<file path="config.mk">
export PLATFORM = sky130hd
export DESIGN_NAME = seg_scan_ctrl
export DESIGN_NICKNAME = d
export VERILOG_FILES = /design/src/rtl/seg_scan_ctrl.sv
export SDC_FILE = /design/constraint.sdc
export NUM_CORES = 1
export LEC_CHECK = 0
export CORE_ASPECT_RATIO = 0.8
export CORE_MARGIN = 5
export CORE_UTILIZATION = 41
export CTS_BUF_LIST = sky130_fd_sc_hd__clkbuf_8 sky130_fd_sc_hd__clkbuf_16
export DETAILED_ROUTE_END_ITERATION = 6
export GPL_TIMING_DRIVEN = 0
export PLACE_DENSITY = 0.59
export SLEW_MARGIN = 20
export SYNTH_ARGS = -nofsm -noshare
export SYNTH_HDL_FRONTEND = slang
export SYNTH_SLANG_ARGS = --single-unit
</file>
<file path="constraint.sdc">
create_clock -name clk -period 2.33 [get_ports clk]
set_input_delay 0.5825 -clock clk [delete_from_list [all_inputs] [get_ports clk]]
set_output_delay 0.5825 -clock clk [all_outputs]
set_load 0.05 [all_outputs]
</file>
<file path="src/rtl/seg_scan_ctrl.sv">
// Multiplexed 4-digit display scanner: double-buffered data, SHOW/GUARD slot timing, outputs registered one cycle behind state.
// Optional leading-zero blanking when SEG_SCAN_LZ_BLANK_EN is defined.
module seg_scan_ctrl #(
  parameter int SHOW_CYC  = 50000,
  parameter int GUARD_CYC = 500
) (
  input  logic        clk,
  input  logic        rst,
  input  logic        en,
  input  logic        load,
  input  logic [15:0] data,
  output logic        load_ack,
  output logic [3:0]  num,
  output logic [3:0]  dig_en
);

  typedef enum logic [1:0] {ST_OFF, ST_SHOW, ST_GUARD} state_t;

  localparam int CMAX = (SHOW_CYC > GUARD_CYC) ? SHOW_CYC : GUARD_CYC;
  localparam int CW   = $clog2(CMAX);
  localparam logic [CW-1:0] SHOW_LAST  = CW'(SHOW_CYC - 1);
  localparam logic [CW-1:0] GUARD_LAST = CW'(GUARD_CYC - 1);

  state_t        state_q, state_d;
  logic [1:0]    idx_q, idx_d;
  logic [CW-1:0] cnt_q, cnt_d;
  logic [15:0]   pend_q, pend_d;
  logic          pend_v_q, pend_v_d;
  logic [15:0]   act_q, act_d;
  logic          load_ack_q, load_ack_d;
  logic [3:0]    num_q, num_d;
  logic [3:0]    dig_en_q, dig_en_d;
  logic          commit;

  always_ff @(posedge clk) begin
    if (rst) begin
      state_q    <= ST_OFF;
      idx_q      <= 2'd0;
      cnt_q      <= '0;
      pend_q     <= 16'h0;
      pend_v_q   <= 1'b0;
      act_q      <= 16'h0;
      load_ack_q <= 1'b0;
      num_q      <= 4'h0;
      dig_en_q   <= 4'h0;
    end else begin
      state_q    <= state_d;
      idx_q      <= idx_d;
      cnt_q      <= cnt_d;
      pend_q     <= pend_d;
      pend_v_q   <= pend_v_d;
      act_q      <= act_d;
      load_ack_q <= load_ack_d;
      num_q      <= num_d;
      dig_en_q   <= dig_en_d;
    end
  end

  // Next-state: en low forces OFF from anywhere; commit only on entry to digit 0.
  always_comb begin
    state_d = state_q;
    idx_d   = idx_q;
    cnt_d   = cnt_q;
    commit  = 1'b0;
    if (!en) begin
      state_d = ST_OFF;
      idx_d   = 2'd0;
      cnt_d   = '0;
    end else begin
      case (state_q)
        ST_OFF: begin
          state_d = ST_SHOW;
          idx_d   = 2'd0;
          cnt_d   = '0;
          commit  = pend_v_q;
        end
        ST_SHOW: begin
          if (cnt_q == SHOW_LAST) begin
            state_d = ST_GUARD;
            cnt_d   = '0;
          end else begin
            cnt_d = cnt_q + 1'b1;
          end
        end
        ST_GUARD: begin
          if (cnt_q == GUARD_LAST) begin
            state_d = ST_SHOW;
            idx_d   = idx_q + 2'd1;
            cnt_d   = '0;
            commit  = pend_v_q && (idx_q == 2'd3);
          end else begin
            cnt_d = cnt_q + 1'b1;
          end
        end
        default: begin
          state_d = ST_OFF;
          idx_d   = 2'd0;
          cnt_d   = '0;
        end
      endcase
    end
  end

  // A load on the commit edge lands in pend and keeps pend_v set for the next frame.
  always_comb begin
    pend_d     = load ? data : pend_q;
    pend_v_d   = load ? 1'b1 : (commit ? 1'b0 : pend_v_q);
    act_d      = commit ? pend_q : act_q;
    load_ack_d = load;
  end

  always_comb begin
    dig_en_d = 4'h0;
    num_d    = num_q;
    if (state_q == ST_SHOW) begin
      num_d    = act_q[{idx_q, 2'b00} +: 4];
      dig_en_d = 4'b0001 << idx_q;
`ifdef SEG_SCAN_LZ_BLANK_EN
      if ((idx_q != 2'd0) && ((act_q >> {idx_q, 2'b00}) == 16'h0))
        dig_en_d = 4'h0;
`endif
    end
  end

  assign load_ack = load_ack_q;
  assign num      = num_q;
  assign dig_en   = dig_en_q;

endmodule

</file>
After elaboration in Yosys (flattened, before gate mapping)
Index checks and enable logic that the tools add are counted.
Widths: inputs -> output; s select.
{"block": "totals", "regBits": 62, "latch_bits": 0, "ram_bits": 0, "rom_bits": 0, "in_bits": 20, "output_inout_bits": 9, "elab_cells": 42, "memories": 0}
{"block": "classes", "addsub": 2, "n_mul": 0, "div": 0, "order_cmp": 0, "n_eq_ne": 7, "shift": 2, "mux": 13, "bitwise_logic": 2, "reduce_logical": 7}
{"op": "$mux 16", "n": 2}
{"op": "$pmux 16 s2", "n": 1}
{"op": "$add 16x1->16 const B", "n": 1}
{"op": "$eq 16x16->1 const B", "n": 1}
{"op": "$eq 16x9->1 const B", "n": 1}
{"op": "$shiftx 16x5->4", "n": 1}
{"op": "$mux 2", "n": 3}
{"op": "$pmux 2 s3", "n": 1}
{"op": "$eq 2x2->1 const B", "n": 2}
{"op": "$mux 1", "n": 4}
{"op": "$ne 2x2->1 const B", "n": 2}
{"op": "$pmux 2 s2", "n": 1}
{"op": "$reduce_and 2->1", "n": 2}
{"op": "$reduce_or 2->1", "n": 2}
{"op": "$shl 1x2->4 const A", "n": 1}
{"op": "$add 2x1->2 const B", "n": 1}
{"op": "$eq 2x1->1 const B", "n": 1}
{"op": "$logic_not 2->1", "n": 1}
{"op": "$not 1->1", "n": 2}
{"op": "$pmux 1 s2", "n": 1}
{"op": "$reduce_bool 2->1", "n": 1}
{"op": "$logic_and 1x1->1", "n": 1}

Depth between registers and ports, before layout
{"block": "depth", "word_depth": 7, "depth_mapped": 6, "depth_no_buf": 5}

Worst setup path after synthesis
OpenSTA, ideal clock, no wires.
{"block": "synth_path", "kind": "register to register", "start": "register cnt_q[2]", "end": "register act_q[0]", "setup_ns": 0.072, "arrival_time_ns": 2.075, "t_required_ns": 2.258, "path_slack_ns": 0.183, "path_stages_with_launch": 6, "n_path_buf": 1, "period_less_slack_ns": 2.147, "path_cell_list": "dfxtp_1 -> or4_1 -> or4_4 -> o21ai_4 -> buf_8 -> mux2i_1"}
{"block": "synth_via", "elab_chain_len": 4}
{"item": "start, declared", "line_no": "26", "source": "logic [CW-1:0] cnt_q, cnt_d;"}
{"item": "start signal, assigned", "line_no": "49", "source": "cnt_q <= cnt_d;"}
{"item": "$eq 16x9->1", "line_no": "86", "source": "if (cnt_q == GUARD_LAST) begin"}
{"item": "$mux 1", "line_no": "86"}
{"item": "$pmux 1 s2", "line_no": "70", "source": "case (state_q)"}
{"item": "$mux 1", "line_no": "65", "source": "if (!en) begin"}
{"item": "end signal, assigned", "line_no": "52", "source": "act_q <= act_d;"}
{"item": "end, declared", "line_no": "29", "source": "logic [15:0] act_q, act_d;"}
Every way passes these cells.
A chain may end at the register's enable or synchronous reset.

Worst setup path in the final report
{"block": "layout_path", "start": "register cnt_q[2]", "end": "register act_q[8]"}
The elaborated chain is that of the path after synthesis.

==> impl_metrics.csv <==
group,metric,value,unit
global_routing,overall_global_routing_usage,14.8,%
pwr,overall_power_after_layout,0.00216,W
setup_path,critical_path.reg2reg.startpoint,"cnt_q[2]",
setup_path,arrival,2470,ps
place,place.detailed.hpwl,3950,um
setup_path,worst_setup_path_start_kind,"flop",
synth,avgSynthCellArea,10.1,um2
detailed_routing,drc_errors,0,
setup_path,path_max_fanout,6,
global_routing,number_of_antenna_violations_at_the_first_check_in_global_routing,0,
synth,netlist_area,2730,um2
die,ios,29,
cts,cts_made_buffers,9,
cts,total_number_of_clock_tree_sinks,62,
status,run_status,"finished clean",
sta,timing.final.crit_period,2200,ps
cts,cts.hold.buffers_added,0,
die,floorplan.rows,26,
place,port-buffer-count,27,
sta,slew_headroom,49.7,%
setup_path,timing.critical_path.cells,"or4_1, or4_4, o21ai_4, buf_4, mux2i_1",
setup_path,worst_reg2reg_path_endpoint,"act_q[8]",
sta,period_share,94.3,%
sta,report.final.hold_viol_count,0,
sta,setup_total_negative_slack,0,ps
sta,unrepaired_setup_endpoints_after_global_routing,"no",
synth,number_of_enable_type_register_cells_in_the_synthesized_netlist,0,
cts,clk_pin_slew_worst_paths,70,ps
detailed_routing,drt_first_iter_violations,66,
synth,ys_seq_area_share,45.5,%
detailed_routing,detailroute.via_count,1994,
synth,postSynth.asyncResetShare,0,%
pwr,leakage,1.21,nW
pwr,max-vdd-ir-drop,0.000296,V
hold_path,min_to,"cnt_q[0]",
die,die_width,101,um
global_routing,maximum_number_of_pins_on_one_net_before_global_route_repair,11,
setup_path,critical_path.max_stage_delay,600,ps
sta,max_freq,455,MHz
hold_path,whs_path_depth,1,
finish,number_of_inserted_diodes,0,
cts,ctsLongestPathBuffers,2,
place,gp_routability_congestion,0.762,
synth,yosysWarningCount,0,
cts,cts_tree,"done",
synth,synthCells,271,
synth,distinct_cell_type_count_after_synthesis,40,
die,floorplan.initialDensity,42.4,%
detailed_routing,ant_nets,0,
finish,layout.nets,340,
detailed_routing,route.final.wire_length,5750,um
setup_path,cpMaxStageDelayCell,"or4_1",
global_routing,grt_first_pass_wirelength,9830,um
sta,setup_slack,133,ps
global_routing,grt_overflow_total,0,
cts,cts.root.buffer_cell,"clkbuf_8",
synth,post-synth-top-area-cell,"dfxtp_1",
die,die_h,83.0,um
synth,synthTopCellsByCount,"62 x dfxtp_1, 40 x nor2_1, 38 x mux2i_1",
setup_path,worstPathRequired,2600,ps
detailed_routing,post_drt_via_cell_ratio,4.96,
cts,clk_lat_worst_skew,340,ps
synth,syn-num-nets,297,
synth,synth_ff_type,"dfxtp_1",
setup_path,cp_delay_by_family_top,"simple AND/OR/NAND/NOR gates",
setup_path,worstRegToRegCells,5,
die,die-area,8400,um2
cts,ctsHtreeMaxLevel,3,
hold_path,hp-class,"flop to flop",
job,max_cap_viols,0,
die,core_region_area,6440,um2
setup_path,setup.reg_to_reg.worst_slack,130,ps
global_routing,number_of_global_route_vias_before_repair,2039,
sta,setup_viol_count_final,0,
setup_path,timing.critical_path.buf_inv,1,
place,place_worst_setup_slack,-64.6,ps
setup_path,crit_type,"flop to flop",
sta,worst_pin_slew,754,ps
synth,ys_ff_latch,62,
finish,synthToLayoutAreaGrowth,23.0,%
detailed_routing,detail_route.wl_per_cell,14.3,um
detailed_routing,first_pass_iters,4,
hold_path,holdCritStartpoint,"cnt_q[0]",
sta,slew_violations,0,
synth,post-synth-top-count-cell,"dfxtp_1",
finish,layout-drive-gt1-share,10.1,%
synth,ys_top_cells_by_area,"dfxtp_1 45%, mux2i_1 14%, nand2b_1 7.3%, nor2_1 5.5%, mux4_2 3.3%",
synth,post-synth-top-area-fraction,45.5,%
pwr,power.density,644,nW/um2
setup_path,critPathCaptureType,"flop",
sta,skew,12.4,ps
-- metrics by stage --
stage	util, %	hold slack, ps	area (um2)	std cells
finish	52.1	465	3360	402
floorplan	-	426	2730	271
global placement	48.2	437	3110	382
global route	52.1	483	3360	402
detailed placement	48.2	449	3110	382
CTS	51.6	465	3320	399
-- area by class of cell --
cell class              instances  area [um2]
plain buffers                  14        67.6
clock buffers                  13         179
inverters                       4        15.0
repair buffers                 32         308
well taps                      84         105
multi-input cells             191        1430
fillers                       617        3080
clock inverters                 2        15.0
flip-flops and latches         62        1240
-- routing by layer --
metal	vias up	part of all wire (%)	track usage, %
met2	25	43	21.0
met5	-	0	0
met3	9	3.5	4.36
met1	933	52	21.1
li1	1027	-	-
met4	0	1.6	5.07
-- report_power, final --
part           switching (W)  internal [W]  leakage (nW)
clock               0.000409      0.000497        0.0938
combinational      0.0000739     0.0000835         0.613
sequential         0.0000145       0.00109         0.504
total               0.000497       0.00167          1.21
-- registers in the layout, indices dropped and copies added, names as in the netlist --
| name | flops |
|---|---|
| pend_q | 16 |
| load_ack | 1 |
| act_q | 16 |
| dig_en | 4 |
| pend_v_q | 1 |
| num | 4 |
| cnt_q | 16 |
| state_q | 2 |
| idx_q | 2 |
-- cell usage in the layout, fill, tap and decap left out, drive strengths merged, types with 2 or more instances in the layout --
cell	count
ha	6
nand2b	32
o21ai	4
nor2	40
inv	4
buf	6
xnor2	5
dfxtp	62
and3	3
or3	2
clkdlybuf4s50	27
nand2	7
xor2	6
nand3b	2
clkbuf	26
a21oi	3
and2	2
nand4	6
o41a	2
nor4bb	2
or4	6
mux4	4
nand3	7
clkinvlp	2
mux2i	38
-- repair_timing --
item                                    CTS  global route
endpoints found under the setup margin   20            11
setup buffers                             2             3
gates resized for setup                   1             3
pin swaps                                 1             2
-- how the worst max path moves through the flow --
stage,endpoint,slack (ps),start,depth (start not counted)
2_1_floorplan,act_q[0],180,cnt_q[2],5
3_3_place_gp,act_q[3],-30,cnt_q[2],5
3_5_place_dp,act_q[4],-60,cnt_q[2],5
4_1_cts,cnt_q[11],8,cnt_q[2],5
5_1_grt,act_q[3],40,cnt_q[2],5
6_report,act_q[8],130,cnt_q[2],5
-- logic make-up after synthesis --
logic type	count (synthesis)	synth area share (%)
compound gates	15	4.54
buf+inv	18	2.93
flops	62	45.5
simple gates	117	23.6
xor+xnor	11	3.53
mux	42	17.2
fa+ha+maj	6	2.75
Power figures use the tool's default switching activity.
